**config.mk**
```make
export PLATFORM = sky130hd
export DESIGN_NAME = clint
export DESIGN_NICKNAME = d
export VERILOG_FILES = /design/src/rtl/clint_pkg.sv /design/src/rtl/clint_prescaler.sv /design/src/rtl/clint.sv
export SDC_FILE = /design/constraint.sdc
export NUM_CORES = 1
export LEC_CHECK = 0
export BUFFER_PORTS_ARGS = -buffer_cell sky130_fd_sc_hd__buf_2
export CELL_PAD_IN_SITES_DETAIL_PLACEMENT = 2
export CELL_PAD_IN_SITES_GLOBAL_PLACEMENT = 2
export CORE_MARGIN = 5
export CORE_UTILIZATION = 39
export DETAILED_ROUTE_END_ITERATION = 12
export PLACE_DENSITY = 0.84
export SYNTH_ARGS = -nofsm -noshare
export SYNTH_HDL_FRONTEND = slang
export SYNTH_HIERARCHICAL = 1
export SYNTH_SLANG_ARGS = --single-unit
```
**constraint.sdc**
```tcl
create_clock -name clk -period 6.35 [get_ports clk]
set_clock_uncertainty 0.1 [all_clocks]
set_input_delay 0.3175 -clock clk [delete_from_list [all_inputs] [get_ports clk]]
set_output_delay 0.3175 -clock clk [all_outputs]
set_load 0.01 [all_outputs]
```
**src/rtl/clint_pkg.sv**
```systemverilog
// clint_pkg: register offsets, FSM state type and reset constants shared by the clint block.
// Byte-strobe merge helper used by every writable register.
package clint_pkg;

  localparam logic [15:0] CLINT_MSIP        = 16'h0000;
  localparam logic [15:0] CLINT_MTIMECMP_LO = 16'h4000;
  localparam logic [15:0] CLINT_MTIMECMP_HI = 16'h4004;
  localparam logic [15:0] CLINT_MTIME_LO    = 16'hBFF8;
  localparam logic [15:0] CLINT_MTIME_HI    = 16'hBFFC;

  localparam logic [63:0] CLINT_MTIMECMP_RST = 64'hFFFF_FFFF_FFFF_FFFF;

  typedef enum logic {
    CLINT_S_IDLE = 1'b0,
    CLINT_S_RESP = 1'b1
  } clint_state_e;

  function automatic logic [31:0] merge_wstrb(input logic [31:0] old_val,
                                              input logic [31:0] wdata,
                                              input logic [3:0]  wstrb);
    logic [31:0] res;
    res = old_val;
    for (int unsigned i = 0; i < 4; i++) begin
      if (wstrb[i]) res[8*i +: 8] = wdata[8*i +: 8];
    end
    return res;
  endfunction

endpackage

```
**src/rtl/clint_prescaler.sv**
```systemverilog
// clint_prescaler: free-running divide counter; tick is high for one cycle
// each time the count wraps from TICK_DIV-1 back to 0.
module clint_prescaler #(
  parameter int unsigned TICK_DIV = 1
) (
  input  logic clk,
  input  logic rst_n,
  output logic tick
);

  localparam int unsigned     CNT_W   = (TICK_DIV > 1) ? $clog2(TICK_DIV) : 1;
  localparam logic [CNT_W-1:0] CNT_MAX = CNT_W'(TICK_DIV - 1);

  logic [CNT_W-1:0] cnt_q, cnt_d;

  always_comb begin
    tick  = (cnt_q == CNT_MAX);
    cnt_d = tick ? '0 : cnt_q + CNT_W'(1);
  end

  always_ff @(posedge clk) begin
    if (!rst_n) cnt_q <= '0;
    else        cnt_q <= cnt_d;
  end

endmodule

```
**src/rtl/clint.sv**
```systemverilog
// clint: mtime/mtimecmp/msip behind a single-outstanding request/response port.
// Define CLINT_MSIP_EN to implement msip at offset 0x0000; otherwise that offset errors.
module clint
  import clint_pkg::*;
#(
  parameter int unsigned TICK_DIV = 1,
  parameter int unsigned ADDR_W   = 16
) (
  input  logic              clk,
  input  logic              rst_n,
  input  logic              req_valid,
  output logic              req_ready,
  input  logic              req_we,
  input  logic [ADDR_W-1:0] req_addr,
  input  logic [31:0]       req_wdata,
  input  logic [3:0]        req_wstrb,
  output logic              resp_valid,
  output logic [31:0]       resp_rdata,
  output logic              resp_err,
  output logic              mti_pending,
  output logic              msi_pending
);

  clint_state_e state_q, state_d;
  logic [63:0]  mtime_q, mtime_d;
  logic [63:0]  mtimecmp_q, mtimecmp_d;
  logic [31:0]  rdata_q, rdata_d;
  logic         err_q, err_d;
  logic         mti_q, mti_d;
  logic         tick;
  logic         sel_msip, sel_cmp_lo, sel_cmp_hi, sel_mtime_lo, sel_mtime_hi;
  logic         mapped;
  logic [31:0]  rd_mux;

  clint_prescaler #(.TICK_DIV(TICK_DIV)) u_prescaler (
    .clk  (clk),
    .rst_n(rst_n),
    .tick (tick)
  );

  assign sel_cmp_lo   = (req_addr == ADDR_W'(CLINT_MTIMECMP_LO));
  assign sel_cmp_hi   = (req_addr == ADDR_W'(CLINT_MTIMECMP_HI));
  assign sel_mtime_lo = (req_addr == ADDR_W'(CLINT_MTIME_LO));
  assign sel_mtime_hi = (req_addr == ADDR_W'(CLINT_MTIME_HI));

`ifdef CLINT_MSIP_EN
  logic msip_q, msip_d;
  assign sel_msip    = (req_addr == ADDR_W'(CLINT_MSIP));
  assign msi_pending = msip_q;

  always_ff @(posedge clk) begin
    if (!rst_n) msip_q <= 1'b0;
    else        msip_q <= msip_d;
  end
`else
  assign sel_msip    = 1'b0;
  assign msi_pending = 1'b0;
`endif

  assign mapped = (req_addr[1:0] == 2'b00) &&
                  (sel_msip || sel_cmp_lo || sel_cmp_hi || sel_mtime_lo || sel_mtime_hi);

  always_comb begin
    rd_mux = '0;
    if (sel_cmp_lo)   rd_mux = mtimecmp_q[31:0];
    if (sel_cmp_hi)   rd_mux = mtimecmp_q[63:32];
    if (sel_mtime_lo) rd_mux = mtime_q[31:0];
    if (sel_mtime_hi) rd_mux = mtime_q[63:32];
`ifdef CLINT_MSIP_EN
    if (sel_msip)     rd_mux = {31'b0, msip_q};
`endif
  end

  always_comb begin
    state_d    = state_q;
    mtime_d    = tick ? mtime_q + 64'd1 : mtime_q;
    mtimecmp_d = mtimecmp_q;
    rdata_d    = rdata_q;
    err_d      = err_q;
    mti_d      = (mtime_q >= mtimecmp_q);
    req_ready  = 1'b0;
`ifdef CLINT_MSIP_EN
    msip_d     = msip_q;
`endif
    unique case (state_q)
      CLINT_S_IDLE: begin
        req_ready = 1'b1;
        if (req_valid) begin
          state_d = CLINT_S_RESP;
          err_d   = !mapped;
          rdata_d = '0;
          if (mapped && !req_we) rdata_d = rd_mux;
          // A software write to an mtime half overrides the tick: the other half
          // keeps its value with no carry, and the increment is simply dropped.
          if (mapped && req_we) begin
            if (sel_cmp_lo)
              mtimecmp_d[31:0]  = merge_wstrb(mtimecmp_q[31:0], req_wdata, req_wstrb);
            if (sel_cmp_hi)
              mtimecmp_d[63:32] = merge_wstrb(mtimecmp_q[63:32], req_wdata, req_wstrb);
            if (sel_mtime_lo)
              mtime_d = {mtime_q[63:32], merge_wstrb(mtime_q[31:0], req_wdata, req_wstrb)};
            if (sel_mtime_hi)
              mtime_d = {merge_wstrb(mtime_q[63:32], req_wdata, req_wstrb), mtime_q[31:0]};
`ifdef CLINT_MSIP_EN
            if (sel_msip && req_wstrb[0]) msip_d = req_wdata[0];
`endif
          end
        end
      end
      CLINT_S_RESP: begin
        state_d = CLINT_S_IDLE;
      end
      default: state_d = CLINT_S_IDLE;
    endcase
  end

  always_ff @(posedge clk) begin
    if (!rst_n) begin
      state_q    <= CLINT_S_IDLE;
      mtime_q    <= '0;
      mtimecmp_q <= CLINT_MTIMECMP_RST;
      rdata_q    <= '0;
      err_q      <= 1'b0;
      mti_q      <= 1'b0;
    end else begin
      state_q    <= state_d;
      mtime_q    <= mtime_d;
      mtimecmp_q <= mtimecmp_d;
      rdata_q    <= rdata_d;
      err_q      <= err_d;
      mti_q      <= mti_d;
    end
  end

  assign resp_valid  = (state_q == CLINT_S_RESP);
  assign resp_rdata  = rdata_q;
  assign resp_err    = err_q;
  assign mti_pending = mti_q;

endmodule

```
### Word level (Yosys, flattened, before mapping)

Cells that the tools add are included.

| word-level totals | value |
|---|---|
| register bits after elaboration | 164 |
| input port bits | 56 |

| operators by class | value |
|---|---|
| add/sub/neg operators | 2 |
| magnitude comparators | 1 |
| equality and inequality tests | 14 |
| multiplexer cells | 18 |
| bitwise logic cells | 1 |
| reductions and logical operators | 27 |

Operators by type and width:

| cell | count |
|---|---|
| two-way mux 64 bit | 6 |
| two-way mux 32 bit | 5 |
| adder 64 x 1 -> 64 bit (second input constant) | 1 |
| >= comparator 64 bit | 1 |
| inequality test 5 bit (second input constant) | 9 |
| AND reduction 5 bit | 8 |
| == test 16 x 15 -> 1 bit (second input constant) | 2 |
| == test 16 bit (second input constant) | 2 |
| two-way mux 8 bit | 4 |
| AND reduction 2 bit | 10 |
| inequality test 4 bit (second input constant) | 1 |
| logical AND 1 bit | 3 |
| logical OR 1 bit | 3 |
| zero test 1 bit | 2 |
| zero test 2 bit | 1 |
| two-way mux 1 bit | 2 |
| one-hot mux 1 bit (2 select lines) | 1 |
| adder 1 bit (second input constant) | 1 |
| inverter 1 bit | 1 |

### Longest topological paths before layout

Gate-level depths: netlist of run 1.

| depth | value |
|---|---|
| depth in word-level cells | 9 |
| depth in mapped cells | 9 |

### Modules after synthesis

The synthesis of run 1 kept the hierarchy.

By module, submodules not included:

| module | times used | cells each | area an instance (um2) | seq. area each (um2) |
|---|---|---|---|---|
| clint | 1 | 1260 | 9982.1 | 3263.1 |
| clint_prescaler | 1 | 3 | 27.5 | 20.0 |

### Worst setup path before layout of run 1

Ideal clock, no wire load.

| timing | value |
|---|---|
| path type | input port to flip-flop |
| start point | input port req_addr[14] |
| end point | register mtime_q[21] |
| library setup time | 79 ps |
| data arrival time | 2314 ps |
| data required time | 6171 ps |
| slack | 3857 ps |
| cell stages on the path | 8 |
| cell sequence | or4b_4 > or3_4 > or4_1 > buf_2 > buf_6 > o21ai_1 > a21oi_1 > a211oi_2 |

| on the way | value |
|---|---|
| longest elaborated chain between the ends | 9 |
| elaborated cells on any way between the ends | 17 |

Ends and longest elaborated chain:

| what | line | source |
|---|---|---|
| from (decl) | clint.sv:14 | `input logic [ADDR_W-1:0] req_addr,` |
| == test 16 x 15 -> 1 bit (on tied branches) | clint.sv:41, clint.sv:42 |  |
| logical OR 1 bit (3 in a row) | clint.sv:61 | `(sel_msip \|\| sel_cmp_lo \|\| sel_cmp_hi \|\| sel_mtime_lo \|\| sel_mtime_hi);` |
| logical AND 1 bit | clint.sv:60 | `assign mapped = (req_addr[1:0] == 2'b00) &&` |
| logical AND 1 bit | clint.sv:95 | `if (mapped && req_we) begin` |
| two-way mux 64 bit | clint.sv:95 |  |
| two-way mux 64 bit | clint.sv:88 | `if (req_valid) begin` |
| two-way mux 64 bit | clint.sv:85 | `unique case (state_q)` |
| to (signal assigned) | clint.sv:127 | `mtime_q <= mtime_d;` |
| to (decl) | clint.sv:25 | `logic [63:0] mtime_q, mtime_d;` |

Parallel ways exist; a longest one is shown, timed or not. The select of a mux whose other input is x is not followed.
A chain may end at the register's enable or synchronous reset.

### Final worst setup path of run 1

| timing | value |
|---|---|
| start point | register mtime_q[1] |
| end point | register mtime_q[62] |

| on the way | value |
|---|---|
| longest elaborated chain between the ends | 7 |

Ends and longest elaborated chain:

| what | line | source |
|---|---|---|
| adder 64 x 1 -> 64 bit (*) | clint.sv:76 | `mtime_d = tick ? mtime_q + 64'd1 : mtime_q;` |
| two-way mux 64 bit (*) | clint.sv:76 |  |
| two-way mux 64 bit | clint.sv:100 | `if (sel_mtime_lo)` |
| two-way mux 64 bit | clint.sv:102 | `if (sel_mtime_hi)` |
| two-way mux 64 bit | clint.sv:95 |  |
| two-way mux 64 bit | clint.sv:88 |  |
| two-way mux 64 bit (*) | clint.sv:85 |  |

Every way passes the cells marked *; elsewhere a longest branch is shown, timed or not. The select of a mux whose other input is x is not followed.

==> out/results.ini, run 1 <==
[timing]
drv_slew=0
slew_headroom_pct=13.25
hold_violations=0
fmax_ghz=0.3065
timing.final.crit_share_pct=51.38
rsz0062_at_grt=false
min_period_ps=3263
whs_ps=77.04
fin_ws_ps=3087
worstMarginPinSlew_ps=1297
fin_setup_tns_ps=0
setup_violations=0

[power_and_ir_drop]
peakVddDrop_v=0.0001250
power_mw=2.225
leakage_nw=4.885
pwr_density_cell_nw_per_um2=197.6

[place]
numPlacedInstances=1620
port_buffers=91
dp_slack_ps=2973
dp_hpwl_um=29250
gp_congestion=0.8604
place_area_um2=10680

[clocking]
clockBufferDepth=2
tritoncts=yes
cts_setup_buffers=0
cts_hold_buffers=0
cts-htree-levels=4
root_buffer=clkbuf_16
clk_pin_slew_ps=70
cts-resized-gates=0
clock_latency_ps=440
numCtsBuffers=17
clock_sinks=164

[cells_and_area]
diodes=0
final_common_cell=nand2_1
utilization_pct=44.59
finalNetCount=1430
instances_no_fill=1652
final_cell_mix=nand2_1, dfxtp_1, a21oi_1
final_area_um2=11260
syn2layout_area_growth_pct=12.51
drive_gt1_share_pct=12.41
fillCellCount=2901

[yosys]
syn_inst=1263
syn_nets=1384
yosysSeqAreaShare_pct=32.80
ys_ff_latch=164
synthesis.yosys.warnings=6
synth_enable_flop_cells=0
async_reset_ff_share_pct=0
netlist_area_um2=10010
yosysUniqueCellTypes=72
avgSynthCellArea_um2=7.925
ys.flop_type=dfxtp_1

[route]
remaining_drc_errors=0
initialDrtViolationCount=634
postRouteAntennaNets=0
wl_um=42050
vias=10448
firstDrtPassIters=5
routedWlPerCell_um=25.45
avgViaCountPerCell=6.324

[global_routing]
grt_busiest_layer=met2
grt_max_degree=76
antenna_found_initial=0
use_met2_pct=49.52
grt_pass1_wl_um=65400
track_usage_pct=28.77
gr-total-overflow=0
met1_usage_pct=36.02
grt_pass1_vias=11371
use_met3_pct=4.901

[run_status]
status=finished clean

[floorplanning]
dieArea_um2=28970
core_area_um2=25250
fp.dieW_um=170.2
initial_core_util_pct=39.64
boundaryPins=93
std_cell_rows=58
die_y_um=170.2

[critical_path]
required_ps=6550
critPathArrivalTime_ps=3470
worstSetupPathType=reg -> reg
critPathLaunchType=flop
end_kind=flop
crit_path_max_fanout=11

[run]
maxCapViolCount=0

[min_path]
hp-class=in -> reg

cell usage after synthesis (13+ instances only):
cell | instances | area, µm²
a211oi_1 | 22 | 165.2
a21o_1 | 15 | 112.6
a21oi_1 | 100 | 500.5
and3_1 | 20 | 125.1
and4_1 | 17 | 148.9
clkbuf_1 | 60 | 225.2
dfxtp_1 | 164 | 3283
ha_1 | 65 | 813.3
inv_1 | 76 | 285.3
mux2_2 | 16 | 180.2
mux2i_1 | 40 | 400.4
nand2_1 | 169 | 634.4
nand3_1 | 39 | 195.2
nand4_1 | 33 | 206.5
nor2_1 | 72 | 270.3
nor3_1 | 28 | 140.1
nor4_1 | 13 | 81.33
o211ai_1 | 98 | 735.7
o21ai_0 | 43 | 215.2
o22ai_1 | 38 | 237.7
where the power goes:
| part | leakage (nW) | total (mW) | switching [mW] | internal (mW) |
|---|---|---|---|---|
| clock | 0.281 | 1.07 | 0.479 | 0.587 |
| sequential | 1.32 | 1.03 | 0.00294 | 1.03 |
| combinational | 3.28 | 0.125 | 0.0898 | 0.0356 |
worst paths after layout:
| check | start | to | slack (ps) | cells after the start |
|---|---|---|---|---|
| worst max register to register | mtime_q[1]$_SDFFE_PN0P_ | mtime_q[62]$_SDFFE_PN0P_ | 3090 | 7 |
| worst min-delay path | req_wdata[31] | mtimecmp_q[31]$_SDFFE_PN1P_ | 80 | 3 |
| worst min register to register | resp_rdata[17]$_SDFFE_PN0P_ | resp_rdata[17]$_SDFFE_PN0P_ | 350 | 2 |
| worst max-delay path | mtime_q[1]$_SDFFE_PN0P_ | mtime_q[62]$_SDFFE_PN0P_ | 3090 | 7 |
final cells by class:
type / count / area [µm²] / share of cell area (%)
multi-input combinational: 947 / 6152 / 54.63
tap: 330 / 412.9 / 3.666
inverter: 77 / 289.0 / 2.566
sequential: 164 / 3283 / 29.15
timing repair buffer: 102 / 540.5 / 4.799
clock inverter: 9 / 96.34 / 0.8555
clock buffer: 23 / 488.0 / 4.333
per-layer routing:
layer | share of wire [%] | wire length, µm
met1 | 43 | 18210
met2 | 49 | 20510
met3 | 4.5 | 1884
met4 | 3.4 | 1449
met5 | 0 | 0
cells by family after synthesis:
logic type | count (synthesis) | share of synthesized area (%)
muxes | 56 | 5.800
DFF | 164 | 32.80
buffers and inverters | 152 | 5.925
adders and majority gates | 65 | 8.125
other | 2 | 0.07503
AOI/OAI and AO/OA | 369 | 24.01
xor gates and xnor gates | 18 | 1.575
and+or+nand+nor | 437 | 21.69
sequential cells by signal, summed over array words and instances, names as in the netlist:
| signal | count |
|---|---|
| mti_pending | 1 |
| mtime_q | 64 |
| mtimecmp_q | 64 |
| resp_err | 1 |
| resp_rdata | 32 |
| resp_valid | 1 |
| u_prescaler/cnt_q | 1 |
worst max-delay path, cell delays in order, from the launching register on:
cell and delay, ps:
dfxtp_1 500, ha_1 300, and4_1 220, and3_1 540, nand4_1 520, nor4_1 670, xnor2_1 190, a21oi_1 90
Power figures use the tool's default switching activity.
==> run 2, diff against run 1 <==
--- a/config.mk
+++ b/config.mk
@@ -9,9 +9,9 @@
 export CELL_PAD_IN_SITES_DETAIL_PLACEMENT = 2
 export CELL_PAD_IN_SITES_GLOBAL_PLACEMENT = 2
 export CORE_MARGIN = 5
-export CORE_UTILIZATION = 39
+export CORE_UTILIZATION = 32
 export DETAILED_ROUTE_END_ITERATION = 12
-export PLACE_DENSITY = 0.84
+export PLACE_DENSITY = 0.73
 export SYNTH_ARGS = -nofsm -noshare
 export SYNTH_HDL_FRONTEND = slang
 export SYNTH_HIERARCHICAL = 1
==> constraint.sdc (replaced) <==
create_clock -name clk -period 2.9 [get_ports clk]
set_clock_uncertainty 0.1 [all_clocks]
set_input_delay 0.145 -clock clk [delete_from_list [all_inputs] [get_ports clk]]
set_output_delay 0.145 -clock clk [all_outputs]
set_load 0.01 [all_outputs]
==> run 2 against run 1 <==
Against the previous run:
- die area up 21%
- clock power up 120%
- clock-buffer cell count down 6
- worst hold slack better by 25 ps
- maximum frequency up 20%
- largest cell class unchanged
- sequential cell count unchanged
- final cell count up 11%
- register-to-register slack worse by 2900 ps
- sequential share of layout area down 2.5 points
- non-clock buffer count up 117
- first-iteration DRC count down 8.0%
- power up 120%
==> out/results.ini, run 2 (synthesis gave the netlist of run 1 again) <==
[timing]
timing.final.crit_share_pct=93.99  ; +43 points
fin_setup_tns_ps=0  ; unchanged
rsz0062_at_grt=false
setup_violations=0  ; unchanged
drv_slew=0  ; unchanged
hold_violations=0  ; unchanged
worstMarginPinSlew_ps=873.0  ; -423.5 ps
min_period_ps=2726  ; -536.9 ps
slew_headroom_pct=41.80  ; +29 points
fmax_ghz=0.3669  ; +20%

[global_routing]
gr-total-overflow=0  ; unchanged
antenna_found_initial=0  ; unchanged
track_usage_pct=24.61  ; -4.2 points
grt_max_degree=93  ; +22%
grt_pass1_wl_um=68050  ; +4.1%
grt_pass1_vias=11584  ; +1.9%

[route]
initialDrtViolationCount=583  ; -8.0%
remaining_drc_errors=0  ; unchanged
wl_um=43740  ; +4.0%
postRouteAntennaNets=0  ; unchanged
firstDrtPassIters=5  ; unchanged
vias=10700  ; +2.4%
avgViaCountPerCell=5.831  ; -7.8%
routedWlPerCell_um=23.84  ; -6.3%

[cells_and_area]
drive_gt1_share_pct=17.44  ; +5.0 points
finalNetCount=1547  ; +8.2%
final_area_um2=12310  ; +9.3%
diodes=0  ; unchanged
fillCellCount=3555  ; +23%
syn2layout_area_growth_pct=22.97
final_cell_mix=nand2_1, dfxtp_1, a21oi_1
final_common_cell=nand2_1

[critical_path]
critPathArrivalTime_ps=3000  ; -470 ps
required_ps=3170  ; -3380 ps
end_kind=flop
cpPeakStageDelay_ps=470  ; -200 ps
path_cells=nand2_1 -> or3_1 -> a211oi_1 -> nand4_1 -> or3_1 -> a31oi_1
cp-startpoint=mtime_q[40]$_SDFFE_PN0P_
critPathLaunchType=flop
crit_path_max_fanout=5  ; -6
crit_path_top_delay_cell=or3_1
r2r_start=mtime_q[40]$_SDFFE_PN0P_
worstSetupPathType=reg -> reg
crit_top_cell=or3_1

[run]
maxCapViolCount=0  ; unchanged

[place]
place_area_um2=11400  ; +6.8%
dp_hpwl_um=32120  ; +9.8%
gp_congestion=0.8533  ; -0.83%
port_buffers=91  ; unchanged

[clocking]
numCtsBuffers=17  ; unchanged
clock_sinks=164  ; unchanged
root_buffer=clkbuf_16
tritoncts=yes
clk_pin_slew_ps=70  ; about the same
cts-htree-levels=4  ; unchanged
clockBufferDepth=2  ; unchanged
clock_latency_ps=460  ; +20 ps

[floorplanning]
initial_core_util_pct=32.55  ; -7.1 points
core_area_um2=30750  ; +22%
dieArea_um2=34920  ; +21%
boundaryPins=93  ; unchanged
die_y_um=186.9  ; +9.8%
fp.dieW_um=186.9  ; +9.8%
std_cell_rows=64  ; +10%

[min_path]
hp-class=in -> reg
min_from=req_valid

[power_and_ir_drop]
peakVddDrop_v=0.0004202  ; +240%
leakage_nw=5.455  ; +12%
pwr_density_cell_nw_per_um2=397.4  ; +100%

[run_status]
status=finished clean

## run 2: cell types whose count changed in the layout (fill, tap and decap cells not counted), moves of 2 or more
cell,delta
buf_4,+83
dlygate4sd3_1,+33
inv_6,+6
clkbuf_8,-4
clkbuf_1,-2
## run 2: per-stage QoR
| stage | hold WS, ps | power [mW] | setup slack [ps] | util [%] | std cells |
|---|---|---|---|---|---|
| after detailed placement | 345.0 | 2.600 | 211.9 | 37.09 | 1770 |
| after global placement | 334.2 | 2.594 | 257.8 | 37.09 | 1770 |
| after floorplan | 169.0 | 2.442 | 534.5 | - | 1263 |
| final | 102.1 | 4.891 | 174.2 | 40.03 | 1835 |
| after CTS | 80.19 | 4.939 | 217.8 | 40.01 | 1835 |
| after global routing | 125.0 | 5.041 | 50.39 | 40.03 | 1835 |
## run 2: timing repair
item                                   CTS  global route
setup endpoints to repair                0             1
resized for setup                        0             1
endpoints found under the hold margin   83             0
hold buffers                            33             0
setup buffers                            0             0
## run 2: power breakdown
part	internal, mW	total, mW	leakage, nW	switching [mW]
Combinational	0.114	0.326	3.86	0.211
Clock	1.20	2.31	0.272	1.10
Sequential	2.26	2.26	1.32	0.00471
## run 2: layer usage
| metal | global-route usage [%] | up-vias | part of all wire, % |
|---|---|---|---|
| li1 | - | 4982 | - |
| met5 | 0 | - | 0 |
| met4 | 9.073 | 0 | 3.2 |
| met2 | 42.21 | 224 | 48 |
| met1 | 31.22 | 5428 | 45 |
| met3 | 4.013 | 66 | 4.0 |
## run 2: critical path, delay by kind of cell, from the launching register on
kind | cells | cell delay [ps]
and+or+nand+nor | 4 | 1430
AOI/OAI and AO/OA | 2 | 640
DFF | 1 | 450
## run 2: final cells by class
cell class / instances / area [µm²] / area share (%)
repair buffers: 219 / 1514 / 12.30
clock inverters: 15 / 145.1 / 1.179
flip-flops and latches: 164 / 3283 / 26.67
well taps: 396 / 495.5 / 4.025
clock buffers: 17 / 425.4 / 3.456
multi-input cells: 947 / 6157 / 50.02
inverters: 77 / 289.0 / 2.348
## run 2: worst paths after layout
check                                 to  slack (ps)  cells past startpoint
min                resp_err$_SDFFE_PN0P_         100                      4
max             mtime_q[63]$_SDFFE_PN0P_         170                      6
min reg2reg  resp_rdata[27]$_SDFFE_PN0P_         350                      2
max reg2reg     mtime_q[63]$_SDFFE_PN0P_         170                      6
